[src/rtl/spi_pkg.sv]
// Shared definitions for the SPI-to-CSR bridge: FSM encoding and header layout.
package spi_pkg;

  localparam int unsigned BYTE_W = 8;
  localparam int unsigned CNT_W  = 3;
  // Header bit selecting a write (1) or read (0) frame
  localparam int unsigned WR_BIT = 7;

  typedef enum logic [1:0] {
    ST_IDLE   = 2'd0,
    ST_HEADER = 2'd1,
    ST_DATA   = 2'd2
  } state_t;

endpackage

[src/rtl/spi_edge_sync.sv]
// Synchronises the raw SPI pins into clk and flags sample/shift edges of sck.
module spi_edge_sync #(
  parameter bit CPOL = 1'b0,
  parameter bit CPHA = 1'b0
) (
  input  logic clk,
  input  logic reset_n,
  input  logic sck,
  input  logic nss,
  input  logic sdi,
  output logic nss_s,
  output logic sdi_s,
  output logic settled,
  output logic sample_c,
  output logic shift_c
);

  logic [1:0] sck_sy;
  logic [1:0] nss_sy;
  logic [1:0] sdi_sy;
  logic       sck_q;
  logic [1:0] settle_q;
  logic       lead;
  logic       trail;

  // Two-flop synchronisers plus a delayed sck copy for edge detection; settle_q
  // marks when the nss pipeline carries pin values rather than reset values
  always_ff @(posedge clk or negedge reset_n) begin
    if (!reset_n) begin
      sck_sy   <= {2{CPOL}};
      nss_sy   <= 2'b11;
      sdi_sy   <= 2'b00;
      sck_q    <= CPOL;
      settle_q <= 2'b00;
    end else begin
      sck_sy   <= {sck_sy[0], sck};
      nss_sy   <= {nss_sy[0], nss};
      sdi_sy   <= {sdi_sy[0], sdi};
      sck_q    <= sck_sy[1];
      settle_q <= {settle_q[0], 1'b1};
    end
  end

  assign nss_s   = nss_sy[1];
  assign sdi_s   = sdi_sy[1];
  assign settled = settle_q[1];

  // Leading edge leaves the idle level, trailing edge returns to it
  assign lead     = (sck_q == CPOL) && (sck_sy[1] != CPOL);
  assign trail    = (sck_q != CPOL) && (sck_sy[1] == CPOL);
  assign sample_c = CPHA ? trail : lead;
  assign shift_c  = CPHA ? lead : trail;

endmodule

[src/rtl/spi_csr_bridge.sv]
// SPI slave that turns header + data bytes into single-cycle CSR read/write strobes.
module spi_csr_bridge
  import spi_pkg::*;
#(
  parameter int unsigned A_WIDTH  = 5,
  parameter bit          CPOL     = 1'b0,
  parameter bit          CPHA     = 1'b0,
  parameter bit          AUTO_INC = 1'b1
) (
  input  logic               clk,
  input  logic               reset_n,
  input  logic               sck,
  input  logic               nss,
  input  logic               sdi,
  output logic               sdo,
  output logic               sdo_en,
  output logic               chip_select,
  output logic [A_WIDTH-1:0] csr_address,
  output logic               csr_read,
  output logic               csr_write,
  output logic [BYTE_W-1:0]  csr_writedata,
  input  logic [BYTE_W-1:0]  csr_readdata,
  output logic               frame_abort
);

  logic nss_s, sdi_s, settled, sample_c, shift_c;

  spi_edge_sync #(.CPOL(CPOL), .CPHA(CPHA)) u_edge_sync (
    .clk      (clk),
    .reset_n  (reset_n),
    .sck      (sck),
    .nss      (nss),
    .sdi      (sdi),
    .nss_s    (nss_s),
    .sdi_s    (sdi_s),
    .settled  (settled),
    .sample_c (sample_c),
    .shift_c  (shift_c)
  );

  state_t             state_q, state_d;
  logic [CNT_W-1:0]   cnt_q, cnt_d;
  logic [BYTE_W-1:0]  rx_q, rx_d;
  logic [BYTE_W-1:0]  tx_q, tx_d;
  logic               bit_q, bit_d;
  logic               wr_frame_q, wr_frame_d;
  logic               armed_q, armed_d;
  logic               rd_pend_q, rd_pend_d;
  logic [A_WIDTH-1:0] addr_d;
  logic [BYTE_W-1:0]  wdata_d;
  logic               rd_d, wr_d, abort_d, cs_d, sdo_en_d, sdo_d;
  logic [BYTE_W-1:0]  byte_in;

  // Next-state, datapath and strobe decode
  always_comb begin
    state_d    = state_q;
    cnt_d      = cnt_q;
    rx_d       = rx_q;
    tx_d       = tx_q;
    bit_d      = bit_q;
    wr_frame_d = wr_frame_q;
    armed_d    = armed_q;
    rd_pend_d  = csr_read;
    addr_d     = csr_address;
    wdata_d    = csr_writedata;
    rd_d       = 1'b0;
    wr_d       = 1'b0;
    abort_d    = 1'b0;
    byte_in    = {rx_q[BYTE_W-2:0], sdi_s};

    // Post-increment after every strobe so reads prefetch the next byte
    if (AUTO_INC && (csr_read || csr_write)) begin
      addr_d = csr_address + A_WIDTH'(1);
    end

    // Read data arrives the cycle after csr_read; CPHA=0 presents bit7 at once
    if (rd_pend_q) begin
      if (CPHA) begin
        tx_d = csr_readdata;
      end else begin
        bit_d = csr_readdata[BYTE_W-1];
        tx_d  = {csr_readdata[BYTE_W-2:0], 1'b0};
      end
    end

    case (state_q)
      ST_IDLE: begin
        cnt_d = '0;
        // Arm only after nss is seen high, so a frame cut by reset is skipped
        if (nss_s) begin
          if (settled) armed_d = 1'b1;
        end else if (armed_q) begin
          armed_d = 1'b0;
          state_d = ST_HEADER;
        end
      end
      ST_HEADER, ST_DATA: begin
        if (nss_s) begin
          // nss rise beats a coincident 8th sample edge: the byte is dropped
          state_d = ST_IDLE;
          cnt_d   = '0;
          abort_d = (cnt_q != '0);
        end else begin
          if (sample_c) begin
            cnt_d = cnt_q + CNT_W'(1);
            rx_d  = byte_in;
            if (cnt_q == CNT_W'(7)) begin
              if (state_q == ST_HEADER) begin
                state_d    = ST_DATA;
                wr_frame_d = byte_in[WR_BIT];
                addr_d     = byte_in[A_WIDTH-1:0];
                rd_d       = ~byte_in[WR_BIT];
              end else if (wr_frame_q) begin
                wr_d    = 1'b1;
                wdata_d = byte_in;
              end else begin
                rd_d = 1'b1;
              end
            end
          end
          // CPHA=0 holds the preloaded bit7 across the byte boundary edge
          if (shift_c && (state_q == ST_DATA) && !wr_frame_q &&
              (CPHA || (cnt_q != '0))) begin
            bit_d = tx_q[BYTE_W-1];
            tx_d  = {tx_q[BYTE_W-2:0], 1'b0};
          end
        end
      end
      default: state_d = ST_IDLE;
    endcase

    cs_d     = ~nss_s;
    sdo_en_d = (state_d == ST_DATA) && !wr_frame_d && cs_d;
    sdo_d    = sdo_en_d & bit_d;
  end

  // State and output registers
  always_ff @(posedge clk or negedge reset_n) begin
    if (!reset_n) begin
      state_q       <= ST_IDLE;
      cnt_q         <= '0;
      rx_q          <= '0;
      tx_q          <= '0;
      bit_q         <= 1'b0;
      wr_frame_q    <= 1'b0;
      armed_q       <= 1'b0;
      rd_pend_q     <= 1'b0;
      csr_address   <= '0;
      csr_writedata <= '0;
      csr_read      <= 1'b0;
      csr_write     <= 1'b0;
      frame_abort   <= 1'b0;
      chip_select   <= 1'b0;
      sdo_en        <= 1'b0;
      sdo           <= 1'b0;
    end else begin
      state_q       <= state_d;
      cnt_q         <= cnt_d;
      rx_q          <= rx_d;
      tx_q          <= tx_d;
      bit_q         <= bit_d;
      wr_frame_q    <= wr_frame_d;
      armed_q       <= armed_d;
      rd_pend_q     <= rd_pend_d;
      csr_address   <= addr_d;
      csr_writedata <= wdata_d;
      csr_read      <= rd_d;
      csr_write     <= wr_d;
      frame_abort   <= abort_d;
      chip_select   <= cs_d;
      sdo_en        <= sdo_en_d;
      sdo           <= sdo_d;
    end
  end

endmodule

[config.mk]
export PLATFORM = sky130hd
export DESIGN_NAME = spi_csr_bridge
export DESIGN_NICKNAME = d
export VERILOG_FILES = /design/src/rtl/spi_pkg.sv /design/src/rtl/spi_edge_sync.sv /design/src/rtl/spi_csr_bridge.sv
export SDC_FILE = /design/constraint.sdc
export NUM_CORES = 1
export LEC_CHECK = 0
export ABC_AREA = 1
export BUFFER_PORTS_ARGS = -buffer_cell sky130_fd_sc_hd__buf_2
export CAP_MARGIN = 20
export CORE_MARGIN = 2
export CORE_UTILIZATION = 25
export CTS_BUF_LIST = sky130_fd_sc_hd__clkbuf_4
export DETAILED_ROUTE_END_ITERATION = 6
export SLEW_MARGIN = 30
export SYNTH_ARGS = -nofsm -noshare
export SYNTH_HDL_FRONTEND = slang
export SYNTH_SLANG_ARGS = --single-unit
[constraint.sdc]
create_clock -name clk -period 4.5 [get_ports clk]
set_input_delay 0.675 -clock clk [delete_from_list [all_inputs] [get_ports clk]]
set_output_delay 0.675 -clock clk [all_outputs]
set_load 0.02 [all_outputs]
* Word level (Yosys, flattened, before mapping) *
Cells that the tools add are included.

cells by class
  add/subtract/negate cells = 2
  order comparisons = 0
  reductions and logical operators = 18
  divide/modulo/power cells = 0
  muxes and demuxes = 45
  eq/ne operators = 6
  shifts and indexed selects = 0
  multipliers = 0
  bitwise logic cells = 6

operators by type and width
  cell                                            count
  2-to-1 mux 8 bit                                4
  2-to-1 mux 5 bit                                6
  2-to-1 mux 1 bit                                25
  2-to-1 mux 2 bit                                6
  logical AND 1 bit                               7
  2-to-1 mux 3 bit                                2
  one-hot mux 3 bit (2 select lines)              1
  AND reduction 6 bit                             1
  adder 5 x 1 -> 5 bit (second input constant)    1
  inverter 1 bit                                  5
  == test 2 bit (second input constant)           2
  one-hot mux 2 bit (2 select lines)              1
  AND reduction 2 bit                             2
  adder 3 x 1 -> 3 bit (second input constant)    1
  == test 3 bit (second input constant)           1
  != test 3 x 2 -> 1 bit (second input constant)  1
  AND reduction 3 bit                             1
  nonzero test 3 bit                              1
  == test 2 x 1 -> 1 bit (second input constant)  1
  zero test 1 bit                                 2
  zero test 2 bit                                 1
  != test 2 bit (second input constant)           1
  nonzero test 2 bit                              1
  OR reduction 2 bit                              1
  other kinds (2)                                 2

storage, ports and cells
  memory bits (read-only) = 0
  logic and storage cells = 98
  input port bits = 13
  register bits after elaboration = 52
  output and inout bits = 19
  memories = 0
  latch bits = 0
  memory bits (writable) = 0

* Longest topological paths before layout *
  depth after elaboration = 10
  gate-level depth with buffers = 11

* Cells and area by module *
From an unflattened synthesis, not the netlist that was laid out.

unflattened totals
  cells, all modules = 242
  area, all modules = 2257.2 um^2

by module, submodules not included
  module          seq. area each (um^2)  times used  cells each  area an instance (um^2)
  spi_csr_bridge  1076.0                 1           228         2010.7
  spi_edge_sync   227.7                  1           14          246.5

* Worst setup path before layout *
No wires, ideal clock.

  kind = reg2reg
  from = reg state_q[0]
  to = reg csr_writedata[3]
  slack = 2.944 ns
  clock period less this slack = 1.556 ns
  data arrival time = 1.439 ns
  data required time = 4.383 ns
  library setup time = 0.117 ns
  stages on the path, launching flop included = 11
  path through = dfrtp_1 inv_1 ha_1 nand2_4 inv_2 nand3_2 inv_2 nand2_4 buf_6 nand2_2 o21ai_2

between the ends
  cells in the longest elaborated chain, start to end = 3
  elaborated cells between the ends (all ways) = 5

ends and longest elaborated chain
  element                                                  line                                         text
  from (decl)                                              spi_csr_bridge.sv:41                         state_t state_q, state_d;
  from (signal assigned)                                   spi_csr_bridge.sv:157                        state_q <= state_d;
  == test 2 x 1 -> 1 bit or == test 2 bit (tied branches)  spi_csr_bridge.sv:86, spi_csr_bridge.sv:108
  OR reduction 2 bit or inverter 1 bit (tied branches)     n/a
  AND reduction 6 bit (no line) *                          n/a
  to (signal assigned)                                     spi_csr_bridge.sv:166                        csr_writedata <= wdata_d;
  to (decl)                                                spi_csr_bridge.sv:21                         output logic [BYTE_W-1:0] csr_writedata,

Every way passes the cells marked *; elsewhere a longest branch is shown, timed or not.
A chain may end at the register's enable or synchronous reset.

* Final worst setup path *
  from = reg state_q[0]
  to = reg sdo

between the ends
  cells in the longest elaborated chain, start to end = 10
  elaborated cells between the ends (all ways) = 27

ends and longest elaborated chain
  element                                                                 line                                         text
  == test 2 x 1 -> 1 bit                                                  spi_csr_bridge.sv:86, spi_csr_bridge.sv:108
  2-to-1 mux 2 bit or 2-to-1 mux 1 bit (tied branches)                    spi_csr_bridge.sv:108                        if (state_q == ST_HEADER) begin
  2-to-1 mux 2 bit or 2-to-1 mux 1 bit (tied branches)                    spi_csr_bridge.sv:107                        if (cnt_q == CNT_W'(7)) begin
  2-to-1 mux 2 bit or 2-to-1 mux 1 bit (tied branches)                    spi_csr_bridge.sv:104                        if (sample_c) begin
  2-to-1 mux 2 bit or 2-to-1 mux 1 bit (tied branches)                    spi_csr_bridge.sv:98                         if (nss_s) begin
  one-hot mux 2 bit (2 select lines) or 2-to-1 mux 1 bit (tied branches)  spi_csr_bridge.sv:86                         case (state_q)
  == test 2 bit or zero test 1 bit (tied branches)                        spi_csr_bridge.sv:133                        sdo_en_d = (state_d == ST_DATA) && !wr_frame_d && cs_d;
  logical AND 1 bit (2 in series)                                         spi_csr_bridge.sv:133
  AND 1 bit *                                                             spi_csr_bridge.sv:134                        sdo_d = sdo_en_d & bit_d;
  net sdo_d                                                               spi_csr_bridge.sv:51                         logic rd_d, wr_d, abort_d, cs_d, sdo_en_d, sdo_d;
  to (signal assigned)                                                    spi_csr_bridge.sv:172                        sdo <= sdo_d;
  to (decl)                                                               spi_csr_bridge.sv:15                         output logic sdo,

The timed path passes the listed nets; every way through them passes the cells marked *.

==> flow_metrics.py <==
metrics = {
    "clock_tree": {
        "ctsRootBufferMaster": "clkbuf_4",
        "path_clk_slew_ns": 0.15,
        "htreeDepth": 2,
        "clk_latency_ns": 0.38,
        "cts_made_buffers": 5,
        "cts_tree": "yes",
        "cts_post_setup_buffers_inserted": 0,
        "clockBufferDepth": 2,
        "post_cts_resized": 0,
        "clock_sink_count": 52,
        "holdBufCountCts": 0,
    },
    "cells_and_area": {
        "multi_input_area_um2": 850.8,
        "antenna_cells": 0,
        "final_util_pct": 29.50,
        "ff_latch_area_um2": 1304,
        "nets": 298,
        "area_growth_pct": 15.28,
        "fillers": 926,
        "drive_gt1_share_pct": 26.81,
        "stdcell_area_um2": 2700,
        "final_cells": 387,
    },
    "detailed_routing": {
        "drt_iter0_drc": 64,
        "drtAntennaViolNets": 0,
        "via_per_inst": 4.085,
        "wl_per_cell_um": 10.56,
        "drt_wl_total_mm": 4.085,
        "drc_errors": 0,
        "vias": 1581,
        "dr.pass1.iters": 4,
    },
    "placed_design": {
        "pre_cts_ws_ns": 2.791,
        "place_congestion": 0.7338,
        "dp_cells": 379,
        "postPlaceCellArea_um2": 2616,
        "io_buffers": 31,
        "place_hpwl_mm": 2.977,
    },
    "yosys": {
        "syn-num-nets": 263,
        "synth_ff_type": "dfrtp_1",
        "syn_area_per_cell_um2": 9.759,
        "netlist_instances": 240,
        "synth-edff-count": 0,
        "async_reset_ff_share_pct": 100.0,
        "seq_area_frac_synth_pct": 55.66,
        "synth_cell_types": 33,
        "ys_ff_latch": 52,
        "synthesis.area_um2": 2342,
        "ys_warn_count": 0,
    },
    "timing": {
        "fin_skew_ns": 0.01226,
        "tns_ns": 0,
        "whs_ns": 0.3672,
        "fin_crit_sh_pct": 38.25,
        "layout_min_cycle_time_ns": 1.721,
        "slew_headroom_pct": 56.72,
        "fmax_ghz": 0.5809,
        "setup_viol": 0,
        "worst_pin_slew_ns": 0.6492,
        "slew_viol_final": 0,
        "rsz0062_at_grt": "no",
        "hold_violations": 0,
        "timing.final.ws_setup_ns": 2.779,
    },
    "global_routing": {
        "antenna_found_initial": 0,
        "grt_start_max_net_pins": 53,
        "grt_pass1_wl_mm": 6.962,
        "grt_use_total_pct": 8.823,
        "grt_pass1_vias": 1500,
        "overflow": 0,
    },
    "worst_setup_path": {
        "cp-start-kind": "register",
        "crit_fanout": 17,
        "endpoint": "sdo",
        "end_kind": "register",
        "crit_path_max_incr_delay_ns": 0.44,
        "r2r_start": "state_q[0]",
        "path_cells": "inv_1 > ha_1 > nand2_4 > nor2_8 > nand3_2 > nand2_2 > nand2_1 > nor2_2 > nand2_2 > nor2_2",
        "path_class": "register to register",
        "worst_path_max_delay_cell": "dfrtp_1",
        "cp.required_ns": 4.82,
        "critPathLaunch": "state_q[0]",
        "r2r_setup_slack_ns": 2.78,
        "worstRegToRegCells": 10,
        "r2r_end": "sdo",
        "crit_arrival_ns": 2.04,
    },
    "die": {
        "num_rows": 35,
        "start_util_pct": 25.59,
        "die_h_um": 100.8,
        "die_w_um": 100.8,
        "pin_count": 32,
        "core_area_um2": 9153,
        "dieArea_um2": 10160,
    },
    "power_and_ir_drop": {
        "peakVddDrop_uv": 126.9,
        "p_per_area_nw_per_um2": 341.6,
        "leakage_nw": 1.474,
        "finalPower_mw": 0.9224,
    },
    "min_path": {
        "min_path_type": "register to register",
    },
    "outcome": {
        "status": "completed",
    },
    "flow_run": {
        "cap_viol_max_count": 0,
    },
}
## where the power goes
part           total [mW]  switching [mW]  internal, mW
clock network       0.272           0.153         0.119
logic               0.127          0.0853        0.0421
registers           0.523          0.0227         0.500
total               0.922           0.261         0.661
## cell usage after synthesis (2+ instances only)
master | n | area (um2)
dfrtp_1 | 50 | 1251
nand2_1 | 50 | 187.7
inv_1 | 38 | 142.6
o21ai_0 | 20 | 100.1
ha_1 | 10 | 125.1
nor2_1 | 8 | 30.03
o21ai_2 | 8 | 70.07
nand2_2 | 7 | 43.79
nand3_1 | 7 | 35.03
o21ai_1 | 7 | 35.03
inv_2 | 3 | 11.26
nand3_2 | 3 | 30.03
nor2_2 | 3 | 18.77
xor2_1 | 3 | 26.28
a21oi_1 | 2 | 10.01
dfstp_2 | 2 | 52.55
nand2_4 | 2 | 22.52
nand4_1 | 2 | 12.51
## worst min path at each step
stage	from	to	cells past startpoint
final	u_edge_sync.settle_q[0]	u_edge_sync.settle_q[1]	0
after global routing	nss	u_edge_sync.nss_sy[0]	1
after CTS	nss	u_edge_sync.nss_sy[0]	1
after detailed placement	u_edge_sync.sdi_sy[0]	u_edge_sync.sdi_sy[1]	0
after global placement	u_edge_sync.settle_q[0]	u_edge_sync.settle_q[1]	0
after floorplan	u_edge_sync.sck_sy[0]	u_edge_sync.sck_sy[1]	0
## critical path: cells and delay by family, from the launching register on
family,cells,cell delay (ns)
buffers and inverters,1,0.11
flip-flops,1,0.44
adder cells (fa/ha/maj),1,0.34
AND/OR/NAND/NOR,8,0.77
## kinds of logic (layout without fill, tap and decap cells)
group	Yosys count	in the layout	share of synthesized area (%)
adder cells (fa/ha/maj)	10	10	5.342
buffers and inverters	46	82	8.013
AND/OR/NAND/NOR	86	86	18.32
multiplexers	1	1	0.4807
XOR/XNOR	4	4	1.496
flip-flops	52	52	55.66
other	1	1	0.1601
AO/OA/AOI/OAI	40	40	10.52
## state kept, by name, indices dropped and copies added (netlist names)
register	flops
state_q	2
csr_write	1
sdo_en	1
tx_q	8
wr_frame_q	1
u_edge_sync.sdi_sy	2
csr_read	1
sdo	1
u_edge_sync.sck_sy	2
rx_q	7
u_edge_sync.nss_sy	2
armed_q	1
chip_select	1
frame_abort	1
cnt_q	3
csr_writedata	8
csr_address	5
u_edge_sync.settle_q	2
rd_pend_q	1
u_edge_sync.sck_q	1
bit_q	1
## cells in the final DEF, fill, tap and decap left out, types with 5 or more instances in the layout
cell	instances
nand2_2	7
buf_2	31
nand3_1	7
o21ai_1	7
clkbuf_4	5
o21ai_2	8
ha_1	10
nand2_1	50
nor2_1	8
inv_1	38
o21ai_0	20
dfrtp_1	50
## area by class of cell
cell class | count | area share, %
sequential | 52 | 48.29
multi-input combinational | 142 | 31.51
timing repair buffer | 32 | 6.024
inverter | 42 | 5.931
tap | 111 | 5.144
clock inverter | 3 | 1.715
clock buffer | 5 | 1.390
## routing by layer
metal | track usage [%] | routed length [um] | up-vias
met2 | 13.79 | 1879 | 25
met5 | 0 | 0 | -
met1 | 10.93 | 1904 | 737
met4 | 4.426 | 98 | 0
li1 | - | - | 813
met3 | 2.843 | 203 | 6
(Power assumes the default switching activity.)
